File: src/rtl/pll_lock_sequencer_if.sv
// Groups the PLL-facing and reset-tree signals of pll_lock_sequencer.
// The master modport is the sequencer side; the slave modport is the PLL/reset-tree side.
interface pll_lock_sequencer_if #(
    parameter int NUM_DOMAINS = 4
);
    logic                   pll_lock;
    logic                   soft_rst;
    logic                   pll_reset;
    logic [NUM_DOMAINS-1:0] rst_out;
    logic                   ready;
    logic                   lock_lost;
    logic [7:0]             retry_cnt;
    logic                   fail;

    modport master (
        input  pll_lock, soft_rst,
        output pll_reset, rst_out, ready, lock_lost, retry_cnt, fail
    );

    modport slave (
        output pll_lock, soft_rst,
        input  pll_reset, rst_out, ready, lock_lost, retry_cnt, fail
    );
endinterface

File: src/rtl/pll_lock_sequencer.sv
// PLL power-up/recovery sequencer: PLL reset, lock qualification, ordered per-domain reset release.
// Latency: pll_lock reaches the FSM through 2 sync flops; all outputs registered (+1 cycle).
// Backpressure: none; soft_rst restarts at once. Optional FAIL state via `define PLL_RETRY_LIMIT_EN.
module pll_lock_sequencer #(
    parameter int RST_CYCLES   = 16,
    parameter int LOCK_TIMEOUT = 50000,
    parameter int LOCK_STABLE  = 1024,
    parameter int RELEASE_GAP  = 16,
`ifdef PLL_RETRY_LIMIT_EN
    parameter int MAX_RETRY    = 8,
`endif
    parameter int NUM_DOMAINS  = 4
) (
    input  logic                  clkin,
    input  logic                  reset,
    pll_lock_sequencer_if.master  bus
);
    localparam int MAX_AB  = (LOCK_TIMEOUT > LOCK_STABLE) ? LOCK_TIMEOUT : LOCK_STABLE;
    localparam int MAX_CD  = (RST_CYCLES > RELEASE_GAP) ? RST_CYCLES : RELEASE_GAP;
    localparam int CNT_MAX = (MAX_AB > MAX_CD) ? MAX_AB : MAX_CD;
    localparam int CNT_W   = $clog2(CNT_MAX + 1);
    localparam int IDX_W   = (NUM_DOMAINS > 1) ? $clog2(NUM_DOMAINS) : 1;

    localparam logic [CNT_W-1:0] RST_LAST    = CNT_W'(RST_CYCLES - 1);
    localparam logic [CNT_W-1:0] TO_LAST     = CNT_W'(LOCK_TIMEOUT - 1);
    localparam logic [CNT_W-1:0] STABLE_LAST = CNT_W'(LOCK_STABLE - 1);
    localparam logic [CNT_W-1:0] GAP_LAST    = CNT_W'(RELEASE_GAP - 1);
    localparam logic [IDX_W-1:0] IDX_LAST    = IDX_W'(NUM_DOMAINS - 1);
`ifdef PLL_RETRY_LIMIT_EN
    localparam logic [7:0]       RETRY_LAST  = 8'(MAX_RETRY - 1);
`endif

    typedef enum logic [2:0] {
        S_RESET_PLL,
        S_WAIT_LOCK,
        S_STABLE,
        S_RELEASE,
        S_RUN,
        S_FAIL
    } state_t;

    state_t                 state;
    logic [CNT_W-1:0]       cnt;
    logic [IDX_W-1:0]       idx;
    logic                   lock_meta;
    logic                   lock_s;
    logic                   pll_reset_r;
    logic [NUM_DOMAINS-1:0] rst_out_r;
    logic                   ready_r;
    logic                   lock_lost_r;
    logic [7:0]             retry_cnt_r;
    logic                   fail_r;
    logic                   abort;

    // Losing lock once domains are being released tears the whole tree down.
    assign abort = !lock_s && (state == S_RELEASE || state == S_RUN);

    always_ff @(posedge clkin or posedge reset) begin
        if (reset) begin
            state       <= S_RESET_PLL;
            cnt         <= '0;
            idx         <= '0;
            lock_meta   <= 1'b0;
            lock_s      <= 1'b0;
            pll_reset_r <= 1'b1;
            rst_out_r   <= '1;
            ready_r     <= 1'b0;
            lock_lost_r <= 1'b0;
            retry_cnt_r <= '0;
            fail_r      <= 1'b0;
        end else begin
            lock_meta <= bus.pll_lock;
            lock_s    <= lock_meta;
            if (bus.soft_rst) begin
                state       <= S_RESET_PLL;
                cnt         <= '0;
                idx         <= '0;
                pll_reset_r <= 1'b1;
                rst_out_r   <= '1;
                ready_r     <= 1'b0;
                lock_lost_r <= 1'b0;
                retry_cnt_r <= '0;
                fail_r      <= 1'b0;
            end else if (abort) begin
                state       <= S_RESET_PLL;
                cnt         <= '0;
                idx         <= '0;
                pll_reset_r <= 1'b1;
                rst_out_r   <= '1;
                ready_r     <= 1'b0;
                if (state == S_RUN) lock_lost_r <= 1'b1;
            end else begin
                case (state)
                    S_RESET_PLL: begin
                        if (cnt == RST_LAST) begin
                            state       <= S_WAIT_LOCK;
                            cnt         <= '0;
                            pll_reset_r <= 1'b0;
                        end else begin
                            cnt <= cnt + 1'b1;
                        end
                    end
                    S_WAIT_LOCK: begin
                        if (lock_s) begin
                            state <= S_STABLE;
                            cnt   <= '0;
                        end else if (cnt == TO_LAST) begin
                            cnt         <= '0;
                            pll_reset_r <= 1'b1;
                            if (retry_cnt_r != 8'hFF) retry_cnt_r <= retry_cnt_r + 8'd1;
`ifdef PLL_RETRY_LIMIT_EN
                            if (retry_cnt_r == RETRY_LAST) begin
                                state  <= S_FAIL;
                                fail_r <= 1'b1;
                            end else begin
                                state <= S_RESET_PLL;
                            end
`else
                            state <= S_RESET_PLL;
`endif
                        end else begin
                            cnt <= cnt + 1'b1;
                        end
                    end
                    S_STABLE: begin
                        // A single low sample restarts the timeout window, not the PLL.
                        if (!lock_s) begin
                            state <= S_WAIT_LOCK;
                            cnt   <= '0;
                        end else if (cnt == STABLE_LAST) begin
                            state <= S_RELEASE;
                            cnt   <= '0;
                            idx   <= '0;
                        end else begin
                            cnt <= cnt + 1'b1;
                        end
                    end
                    S_RELEASE: begin
                        if (cnt == GAP_LAST) begin
                            cnt            <= '0;
                            rst_out_r[idx] <= 1'b0;
                            idx            <= idx + 1'b1;
                            if (idx == IDX_LAST) state <= S_RUN;
                        end else begin
                            cnt <= cnt + 1'b1;
                        end
                    end
                    S_RUN: begin
                        ready_r <= 1'b1;
                    end
                    default: begin
                        pll_reset_r <= 1'b1;
                        rst_out_r   <= '1;
                        fail_r      <= 1'b1;
                    end
                endcase
            end
        end
    end

    assign bus.pll_reset = pll_reset_r;
    assign bus.rst_out   = rst_out_r;
    assign bus.ready     = ready_r;
    assign bus.lock_lost = lock_lost_r;
    assign bus.retry_cnt = retry_cnt_r;
    assign bus.fail      = fail_r;
endmodule
File: src/flat_wrapper.sv
// flat-port wrapper written by rule: the top's interface ports become plain ports
module pll_lock_sequencer_flat 
#(
    parameter int RST_CYCLES   = 16,
    parameter int LOCK_TIMEOUT = 50000,
    parameter int LOCK_STABLE  = 1024,
    parameter int RELEASE_GAP  = 16,

    parameter int NUM_DOMAINS  = 4
)
  (clkin, reset, bus_pll_lock, bus_soft_rst, bus_pll_reset, bus_rst_out, bus_ready, bus_lock_lost, bus_retry_cnt, bus_fail);
  pll_lock_sequencer_if #(.NUM_DOMAINS(NUM_DOMAINS)) bus_i ();
  input  logic clkin;
  input  logic reset;
  input wire logic [$bits(bus_i.pll_lock)-1:0] bus_pll_lock;
  input wire logic [$bits(bus_i.soft_rst)-1:0] bus_soft_rst;
  output wire logic [$bits(bus_i.pll_reset)-1:0] bus_pll_reset;
  output wire logic [$bits(bus_i.rst_out)-1:0] bus_rst_out;
  output wire logic [$bits(bus_i.ready)-1:0] bus_ready;
  output wire logic [$bits(bus_i.lock_lost)-1:0] bus_lock_lost;
  output wire logic [$bits(bus_i.retry_cnt)-1:0] bus_retry_cnt;
  output wire logic [$bits(bus_i.fail)-1:0] bus_fail;
  assign bus_i.pll_lock = bus_pll_lock;
  assign bus_i.soft_rst = bus_soft_rst;
  assign bus_pll_reset = bus_i.pll_reset;
  assign bus_rst_out = bus_i.rst_out;
  assign bus_ready = bus_i.ready;
  assign bus_lock_lost = bus_i.lock_lost;
  assign bus_retry_cnt = bus_i.retry_cnt;
  assign bus_fail = bus_i.fail;
  pll_lock_sequencer #(.RST_CYCLES(RST_CYCLES), .LOCK_TIMEOUT(LOCK_TIMEOUT), .LOCK_STABLE(LOCK_STABLE), .RELEASE_GAP(RELEASE_GAP), .NUM_DOMAINS(NUM_DOMAINS)) u_core (.clkin(clkin), .reset(reset), .bus(bus_i));
endmodule
File: config.mk
export PLATFORM = sky130hd
export DESIGN_NAME = pll_lock_sequencer_flat
export DESIGN_NICKNAME = d
export VERILOG_FILES = /design/src/rtl/pll_lock_sequencer_if.sv /design/src/rtl/pll_lock_sequencer.sv /design/src/flat_wrapper.sv
export SDC_FILE = /design/constraint.sdc
export NUM_CORES = 1
export LEC_CHECK = 0
export CORE_MARGIN = 8
export CORE_UTILIZATION = 60
export DETAILED_ROUTE_END_ITERATION = 10
export PLACE_DENSITY = 0.9
export SYNTH_ARGS = -nofsm -noshare
export SYNTH_HDL_FRONTEND = slang
export SYNTH_SLANG_ARGS = --single-unit
File: constraint.sdc
create_clock -name clkin -period 5.4 [get_ports clkin]
set_input_delay 0.54 -clock clkin [delete_from_list [all_inputs] [get_ports clkin]]
set_output_delay 0.54 -clock clkin [all_outputs]
set_load 0.01 [all_outputs]
==> metrics.md, run 1 <==
| Metric | Value |
|---|---|
| Power Dens Cells | `303 mW/mm^2` |
| Grt total ovfl | `0` |
| RSZ-0062 raised after global routing | `false` |
| Layer with the highest usage | `met2` |
| Share of layout cells above drive strength 1 | `9.34%` |
| DRT iter0 DRCs | `155` |
| Core Box Area | `0.00363 mm^2` |
| Clock sinks | `39` |
| Met3 Track Usage GR | `6.76%` |
| Internal power | `0.000552 W` |
| Tmin final | `2870 ps` |
| M1 GR Usage | `17.2%` |
| Max FO, Critical Path | `14` |
| Post-route cell area | `0.00258 mm^2` |
| Post-CTS sizing | `0` |
| Max-cap viol count | `0` |
| Async set or reset register ratio after synthesis | `100%` |
| M2 GR Usage | `26.5%` |
| CP max-delay cell | `or4_1` |
| Leakage | `0.985 nW` |
| Startpoint Class | `flip-flop` |
| Die Area | `0.00594 mm^2` |
| Site Rows | `22` |
| Syn nets | `251` |
| CP Capture Type | `flip-flop` |
| Gp weighted congestion | `0.855` |
| DR pass1 iterations | `4` |
| Top post-synthesis cells by area | `dfrtp_1, xnor2_1, dfstp_2, nor2_1, a21oi_1` |
| Final Hold Fails | `0` |
| Layout area overhead | `15.4%` |
| Initial antenna violation count | `0` |
| Most used DFF post-synth | `dfrtp_1` |
| Commonest non-fill, non-tap cell in the layout | `dfrtp_1` |
| H-tree lvl count | `2` |
| Crit path required time | `5540 ps` |
| Fmax | `348 MHz` |
| Worst-Margin Slew | `870 ps` |
| Placed Area | `0.00244 mm^2` |
| Inserted Diodes | `0` |
| # Post-CTS Setup Buffers | `0` |
| Routed wire length | `4410 um` |
| Overall Global Routing Usage | `15.7%` |
| CTS tree | `built` |
| Sw Share | `29.4%` |
| CP delay by family, top | `simple AND/OR/NAND/NOR gates` |
| Worst VDD drop | `0.200 mV` |
| Initial core utilization | `61.5%` |
| Crit path kind | `reg -> reg` |
| Via count | `1804` |
| Yosys warnings | `0` |
| Detailed placement HPWL | `3170 um` |
| Final period utilization | `53.2%` |
| Cts bufs inserted | `5` |
| Reg-to-reg setup timing slack | `2530 ps` |
| Syn Area/Cell | `9.28 um^2` |
| Setup TNS | `0 ps` |
| Clock power share | `36.4%` |
| Vias per cell | `5.91` |
| Residual DRC | `0` |
| Clock root buffer master | `clkbuf_8` |
| Global-route wire length before repair | `7700 um` |
| Die Width | `77.0 um` |
| Area leader, netlist | `dfrtp_1` |
| Die height | `77.0 um` |
| Status | `complete, no violations` |
| Slew Limit Fails | `0` |
| Ports | `20` |
| Most frequent cells in the layout | `dfrtp_1, nor2_1, a21oi_1` |
| CP max stage delay | `760 ps` |
| Worst skew pair latency | `290 ps` |
| FILL cells | `289` |
| Synth cell types | `54` |
| P_sw | `0.000230 W` |
| Vias in the first global route | `1737` |
| I/O Buffers | `19` |
| Cell count after synthesis | `241` |
| Post-synth top area share | `38.1%` |
| Combinational power share | `19.8%` |
| Setup Skew | `6.86 ps` |
| Max-slew headroom | `41.2%` |
| Crit path cell chain | `or4_1 > or4_1 > and3_1 > o21ai_2 > a21oi_1` |
| Most frequent CP cell | `or4_1` |
| Post-synthesis register bit count | `39` |
| Hold-fix buffers, CTS | `0` |
| # setup viols final | `0` |
| Post-DRT Antenna Nets | `0` |
| # nets final | `266` |
| Avg WL per Cell | `14.5 um` |
| CTS max path bufs | `2` |
| Post-synth EDFFs | `0` |
| Largest net degree at the start of global routing | `40` |
| Hold WC Path Type | `reg -> reg` |
| Mapped Area | `0.00224 mm^2` |
| Sequential area share after synthesis | `43.9%` |
| Clock slew at reported path FFs | `80 ps` |
| Sequential fraction of design power | `43.8%` |
| CP bufs+invs | `0` |
| Arr. time, crit path | `3020 ps` |
==> worst register-to-register path, delay by kind of cell (launching register included) <==
kind	cells	cell delay [ps]
simple gates	3	1650
compound gates	2	630
flops	1	450
==> per-layer routing <==
layer / share of wire, % / up-vias
met1: 44 / 856
met2: 47 / 48
li1: - / 889
met4: 1.7 / 0
met5: 0 / -
met3: 6.7 / 11
==> cell usage after synthesis (4+ instances only) <==
cell type   n
clkbuf_1    7
dfstp_2     5
nand4_1     5
inv_1      10
dfrtp_1    34
nor2_1     32
or4_1       5
ha_1        6
nand3_1     8
xnor2_1    18
buf_2       4
a21oi_1    23
nor3_1     10
nand2_1    13
nand2b_1    4
==> flip-flops by register name, summed over array words and instances (netlist names) <==
signal,flops
u_core.bus.fail,1
u_core.bus.lock_lost,1
u_core.bus.pll_reset,1
u_core.bus.ready,1
u_core.bus.retry_cnt,8
u_core.bus.rst_out,4
u_core.cnt,16
u_core.idx,2
u_core.lock_meta,1
u_core.lock_s,1
u_core.state,3
==> cell type report <==
type | count | area, um^2 | share of cell area, %
multi-input combinational | 180 | 1170 | 45.2
sequential | 39 | 982 | 38.1
timing repair buffer | 20 | 198 | 7.66
clock buffer | 5 | 68.8 | 2.67
clock inverter | 3 | 67.6 | 2.62
tap | 48 | 60.1 | 2.33
inverter | 10 | 37.5 | 1.45
==> metrics by stage <==
stage	hold WS [ps]	total power [W]	cells	utilization, %	setup WS (ps)
floorplan	331	0.000471	241	-	3050
CTS	359	0.000788	305	71.0	2540
finish	354	0.000783	305	71.0	2530
detailed placement	340	0.000500	297	67.3	2540
global route	364	0.000829	305	71.0	2370
global placement	334	0.000498	297	67.3	2630
==> power by group through the flow <==
stage | combinational [W] | clock, W | sequential [W]
2_1_floorplan | 0.000147 | 0 | 0.000324
3_3_place_gp | 0.000152 | 0 | 0.000346
3_5_place_dp | 0.000153 | 0 | 0.000347
4_1_cts | 0.000154 | 0.000292 | 0.000341
5_1_grt | 0.000174 | 0.000309 | 0.000347
6_report | 0.000155 | 0.000285 | 0.000343
==> worst paths after layout <==
check	to	cells after the start	from
max reg2reg	u_core.cnt[8]	5	u_core.cnt[11]
min	u_core.lock_s	0	u_core.lock_meta
min reg2reg	u_core.lock_s	0	u_core.lock_meta
min in group asynchronous	u_core.cnt[9]	3	reset
max	u_core.cnt[8]	5	u_core.cnt[11]
max in group asynchronous	u_core.bus.rst_out[0]	3	reset
==> cell families (layout without fill, tap and decap cells) <==
logic type,Yosys count,count (layout),share of synthesized area (%)
buffers and inverters,22,38,3.92
xor gates and xnor gates,20,20,7.83
DFF,39,39,43.9
and+or+nand+nor,100,100,23.9
muxes,2,2,1.17
AOI/OAI and AO/OA,52,52,15.9
adders and majority gates,6,6,3.36
No activity file was read; power rests on OpenSTA's default activity.
==> inputs of run 2 (changes only) <==
--- a/config.mk
+++ b/config.mk
@@ -6,9 +6,9 @@
 export NUM_CORES = 1
 export LEC_CHECK = 0
 export CORE_MARGIN = 8
-export CORE_UTILIZATION = 60
+export CORE_UTILIZATION = 52
 export DETAILED_ROUTE_END_ITERATION = 10
-export PLACE_DENSITY = 0.9
+export PLACE_DENSITY = 0.83
 export SYNTH_ARGS = -nofsm -noshare
 export SYNTH_HDL_FRONTEND = slang
 export SYNTH_SLANG_ARGS = --single-unit
==> constraint.sdc (replaced) <==
create_clock -name clkin -period 2.5 [get_ports clkin]
set_input_delay 0.25 -clock clkin [delete_from_list [all_inputs] [get_ports clkin]]
set_output_delay 0.25 -clock clkin [all_outputs]
set_load 0.01 [all_outputs]
==> run 2 against run 1 <==
Effect of this change: register-to-register slack lost 2400 ps; via count grew 2.8%; critical path depth increased by 1; die area increased by 12%; global-route usage is 0.11 points lower; count of clock-buffer cells in the layout rose by 1; critical path type unchanged; flip-flop and latch count did not move; setup slack lost 2400 ps.
==> metrics.md, run 2 (synthesized netlist as in run 1, its figures left out) <==
| Metric | Value |
|---|---|
| Grt total ovfl | `0` |
| Arr. time, crit path | `2590 ps` |
| Reg-to-reg setup timing slack | `110 ps` |
| Hold WC Path Type | `in -> async` |
| Site Rows | `24` |
| Die height | `81.6 um` |
| CP max stage delay | `560 ps` |
| # nets final | `276` |
| Routed wire length | `4940 um` |
| Gp weighted congestion | `0.881` |
| Global-route wire length before repair | `8310 um` |
| Startpoint Class | `flip-flop` |
| Setup TNS | `0 ps` |
| Initial core utilization | `52.8%` |
| CP Capture Type | `flip-flop` |
| Core Box Area | `0.00423 mm^2` |
| Final Hold Fails | `0` |
| Vias in the first global route | `1822` |
| Die Area | `0.00665 mm^2` |
| Cts bufs inserted | `5` |
| DR pass1 iterations | `5` |
| Status | `complete, no violations` |
| Avg WL per Cell | `15.5 um` |
| Post-DRT Antenna Nets | `0` |
| CP bufs+invs | `1` |
| Crit path required time | `2700 ps` |
| RSZ-0062 raised after global routing | `false` |
| # Post-CTS Setup Buffers | `0` |
| Worst VDD drop | `0.259 mV` |
| Max FO, Critical Path | `10` |
| DRT iter0 DRCs | `80` |
| Tmin final | `2390 ps` |
| CTS max path bufs | `2` |
| Largest Register | `u_core.cnt` |
| Initial antenna violation count | `0` |
| Slew Limit Fails | `0` |
| Final period utilization | `95.6%` |
| Setup Skew | `12.1 ps` |
| Clock slew at reported path FFs | `80 ps` |
| Leakage | `1.03 nW` |
| CP delay by family, top | `simple AND/OR/NAND/NOR gates` |
| Die Width | `81.6 um` |
| Ports | `20` |
| Area taken by multi-input logic gates | `0.00117 mm^2` |
| FILL cells | `344` |
| Detailed placement HPWL | `3420 um` |
| Crit path cell chain | `or4b_1 > or4_1 > buf_4 > nor3_2 > a21oi_1 > a31o_1` |
| Max-cap viol count | `0` |
| Power Dens Cells | `629 mW/mm^2` |
| Max FFs per register | `16` |
| Vias per cell | `5.82` |
| Clock root buffer master | `clkbuf_8` |
| Seq. cell area | `982 um^2` |
| Clock sinks | `39` |
| Hold slack | `355 ps` |
| Crit path kind | `reg -> reg` |
| Layout area overhead | `18.3%` |
| Most frequent cells in the layout | `dfrtp_1, nor2_1, a21oi_1` |
| Via count | `1855` |
| Largest net degree at the start of global routing | `40` |
| Residual DRC | `0` |
| H-tree lvl count | `2` |
| # setup viols final | `0` |
| Inserted Diodes | `0` |
| Share of layout cells above drive strength 1 | `13.1%` |
| Worst skew pair latency | `300 ps` |
| CP max-delay cell | `or4b_1` |
| Overall Global Routing Usage | `15.6%` |
| Fmax | `418 MHz` |
| I/O Buffers | `19` |
| Max-slew headroom | `56.4%` |
| Worst-Margin Slew | `651 ps` |
| Commonest non-fill, non-tap cell in the layout | `dfrtp_1` |
| CTS tree | `built` |
## run 2: changes by cell type in the layout (fill, tap and decap cells not counted), sizes merged
cell	previous run	this run
clkbuf	5	6
clkinvlp	1	0
bufinv	2	1
buf	1	11
clkinv	0	1
## run 2: routing by layer
metal / up-vias / routed length, um / track usage, %
met4: 0 / 56 / 6.67
met5: - / 0 / 0
met2: 45 / 2430 / 25.8
met1: 899 / 2210 / 19.1
li1: 904 / - / -
met3: 7 / 241 / 3.83
## run 2: worst paths after layout
kind | start | endpoint | cells past startpoint
min in group clkin | u_core.lock_meta | u_core.lock_s | 0
min | reset | u_core.bus.retry_cnt[7] | 3
max in group asynchronous | reset | u_core.bus.rst_out[2] | 3
max reg2reg | u_core.cnt[5] | u_core.bus.retry_cnt[5] | 6
max | u_core.cnt[5] | u_core.bus.retry_cnt[5] | 6
min reg2reg | u_core.lock_meta | u_core.lock_s | 0
## run 2: worst min-delay path: stages
cell and delay (ps):
clkdlybuf4s50_1 390, inv_1 50, buf_4 420
## run 2: area by class of cell
class	instances	area share (%)
tap	52	2.46
clock buffer	6	3.12
timing repair buffer	30	10.3
sequential	39	37.1
clock inverter	2	1.32
multi-input combinational	180	44.2
inverter	10	1.42
## run 2: report_power, final
part	internal [W]	switching [W]	total, W	leakage [nW]
clock network	0.000323	0.000230	0.000553	0.0612
registers	0.000662	0.0000794	0.000741	0.520
logic	0.000155	0.000215	0.000371	0.452
total	0.00114	0.000524	0.00166	1.03
## run 2: metrics by stage
| stage | cell area (um^2) | std cells | total power, W | util [%] | worst slack, ps |
|---|---|---|---|---|---|
| detailed placement | 2520 | 311 | 0.00112 | 59.6 | 46.6 |
| finish | 2650 | 319 | 0.00166 | 62.5 | 109 |
| global placement | 2520 | 311 | 0.00111 | 59.6 | 105 |
| floorplan | 2240 | 241 | 0.00102 | - | 154 |
| global route | 2650 | 319 | 0.00176 | 62.5 | 6.36 |
| CTS | 2640 | 319 | 0.00167 | 62.4 | 39.0 |
## run 2: what timing repair did
item,CTS,global route
resized for setup,0,1
endpoints found under the setup margin,0,1
hold buffers,0,0
==> inputs of run 3 (changes only) <==
--- a/config.mk
+++ b/config.mk
@@ -5,7 +5,6 @@
 export SDC_FILE = /design/constraint.sdc
 export NUM_CORES = 1
 export LEC_CHECK = 0
-export CORE_MARGIN = 8
 export CORE_UTILIZATION = 52
 export DETAILED_ROUTE_END_ITERATION = 10
 export PLACE_DENSITY = 0.83
==> run 3 against run 2 <==
Effect of this change: first-iteration DRC count rose to 2.6 times the previous value; critical path depth fell by 1; utilization rose by 3.1 points; clock skew fell by 3.1 ps; fmax fell by 0.97%; sequential share of layout area fell by 0.21 points; sequential power fell by 1%; clock power fell by 3%; setup slack got worse by 24 ps; critical path type unchanged; largest cell class unchanged; largest power group unchanged.
==> metrics.md, run 3 (synthesized netlist as in run 1, its figures left out) <==
| Metric | Value |
|---|---|
| Status | `complete, no violations` |
| Clock power share | `32.5%` |
| CP max stage delay | `650 ps` |
| Most frequent cells in the layout | `dfrtp_1, nor2_1, a21oi_1` |
| Hold path depth | `0` |
| Detailed placement HPWL | `3180 um` |
| Final period utilization | `96.6%` |
| Final core utilization | `65.6%` |
| Setup TNS | `0 ps` |
| Avg WL per Cell | `13.8 um` |
| Inserted Diodes | `0` |
| Placed cell count | `311` |
| CP max-delay cell | `or4_1` |
| Max-slew headroom | `50.7%` |
| Reg-to-reg setup timing slack | `90 ps` |
| CTS max path bufs | `2` |
| # Post-CTS Setup Buffers | `0` |
| Seq. cell area | `982 um^2` |
| Commonest non-fill, non-tap cell in the layout | `dfrtp_1` |
| Worst skew pair latency | `290 ps` |
| # nets final | `278` |
| Grt total ovfl | `0` |
| I/O Buffers | `19` |
| FILL cells | `336` |
| Vias per cell | `5.82` |
| Area taken by multi-input logic gates | `0.00117 mm^2` |
| Global-route wire length before repair | `7850 um` |
| Max FFs per register | `16` |
| Leakage | `1.06 nW` |
| Die Width | `67.6 um` |
| Fmax | `414 MHz` |
| Initial core utilization | `55.1%` |
| CTS tree | `built` |
| Die height | `67.6 um` |
| CP bufs+invs | `0` |
| Site Rows | `23` |
| Gp weighted congestion | `0.888` |
| Vias in the first global route | `1731` |
| Max FO, Critical Path | `4` |
| # setup viols final | `0` |
| Setup Skew | `9.00 ps` |
| CP delay by family, top | `simple AND/OR/NAND/NOR gates` |
| Routed wire length | `4400 um` |
| Post-CTS sizing | `0` |
| DR pass1 iterations | `4` |
| Clock sinks | `39` |
| Core Box Area | `0.00406 mm^2` |
| RSZ-0062 raised after global routing | `false` |
| Overall Global Routing Usage | `22.8%` |
| Die Area | `0.00457 mm^2` |
| P_sw | `0.000507 W` |
| Total power | `0.00165 W` |
| Hold slack | `351 ps` |
| Hold path endpoint | `u_core.lock_s` |
| Largest Register | `u_core.cnt` |
| Sw Share | `30.7%` |
| Startpoint Class | `flip-flop` |
| Cts bufs inserted | `5` |
| DRT iter0 DRCs | `206` |
| Final Non-Filler Cells | `319` |
| Slew Limit Fails | `0` |
| Crit path kind | `reg -> reg` |
| Crit path required time | `2680 ps` |
| Hold-fix buffers, CTS | `0` |
| Max-cap viol count | `0` |
| Sequential fraction of design power | `44.2%` |
| Final Hold Fails | `0` |
| Largest net degree at the start of global routing | `40` |
| Worst-Margin Slew | `737 ps` |
| Post-DRT Antenna Nets | `0` |
| Ports | `20` |
| R2R depth | `5` |
| Power Dens Cells | `621 mW/mm^2` |
| Tmin final | `2410 ps` |
| Clock slew at reported path FFs | `80 ps` |
| Hold WC Path Type | `reg -> reg` |
| Combinational power share | `23.4%` |
| Internal power | `0.00115 W` |
| Clock root buffer master | `clkbuf_8` |
| Share of layout cells above drive strength 1 | `13.4%` |
| Crit path cell chain | `or4b_1 > or4_1 > o31ai_4 > nand3_2 > mux2_4` |
| Residual DRC | `0` |
| HP Start | `u_core.lock_meta` |
| Initial antenna violation count | `0` |
| Via count | `1857` |
| Reg2reg start | `u_core.cnt[5]` |
| H-tree lvl count | `2` |
| Worst VDD drop | `0.334 mV` |
| Layout area overhead | `19.0%` |
| CP Capture Type | `flip-flop` |
| Arr. time, crit path | `2600 ps` |
| Reg-to-Reg End | `u_core.state[0]` |
==> run 3: cell types whose count changed in the layout (fill, tap and decap cells not counted), sizes merged <==
cell / before / now
buf: 11 / 13
==> run 3: worst max-delay path by stage <==
| stage | end | depth (start not counted) | slack, ps | startpoint |
|---|---|---|---|---|
| 2_1_floorplan | u_core.state[0] | 6 | 150 | u_core.cnt[10] |
| 3_3_place_gp | u_core.state[0] | 5 | 170 | u_core.cnt[7] |
| 3_5_place_dp | u_core.state[0] | 5 | 120 | u_core.cnt[5] |
| 4_1_cts | u_core.state[0] | 5 | 110 | u_core.cnt[5] |
| 5_1_grt | u_core.cnt[9] | 6 | 7 | u_core.cnt[5] |
| 6_report | u_core.state[0] | 5 | 90 | u_core.cnt[5] |
==> run 3: power by group through the flow <==
stage	Clock, W	Sequential, W	Combinational, W
floorplan	0	0.000699	0.000318
global placement	0	0.000739	0.000376
detailed placement	0	0.000743	0.000381
CTS	0.000553	0.000730	0.000386
global route	0.000583	0.000739	0.000437
finish	0.000536	0.000730	0.000386
==> run 3: worst reg2reg max path, stage by stage (launching register included) <==
cell     delay [ps]
dfrtp_1         420
or4b_1          530
or4_1           650
o31ai_4         290
nand3_2         110
mux2_4          300
==> run 3: layer usage <==
metal | vias to the layer above | wire (um) | global-route usage, %
li1 | 920 | - | -
met1 | 883 | 2050 | 29.9
met2 | 45 | 2060 | 36.1
met3 | 9 | 186 | 5.24
met4 | 0 | 102 | 9.04
met5 | - | 0 | 0
==> run 3: cell type report <==
class / instances / area share, %
tap: 50 / 2.35
inverter: 10 / 1.41
clock buffer: 6 / 3.10
sequential: 39 / 36.9
multi-input combinational: 180 / 44.1
timing repair buffer: 32 / 10.8
clock inverter: 2 / 1.32
==> run 3: per-stage QoR <==
stage	setup WS (ps)	area (um^2)
2_1_floorplan	154	2240
3_3_place_gp	169	2540
3_5_place_dp	121	2540
4_1_cts	108	2650
5_1_grt	7.24	2660
6_report	85.4	2660
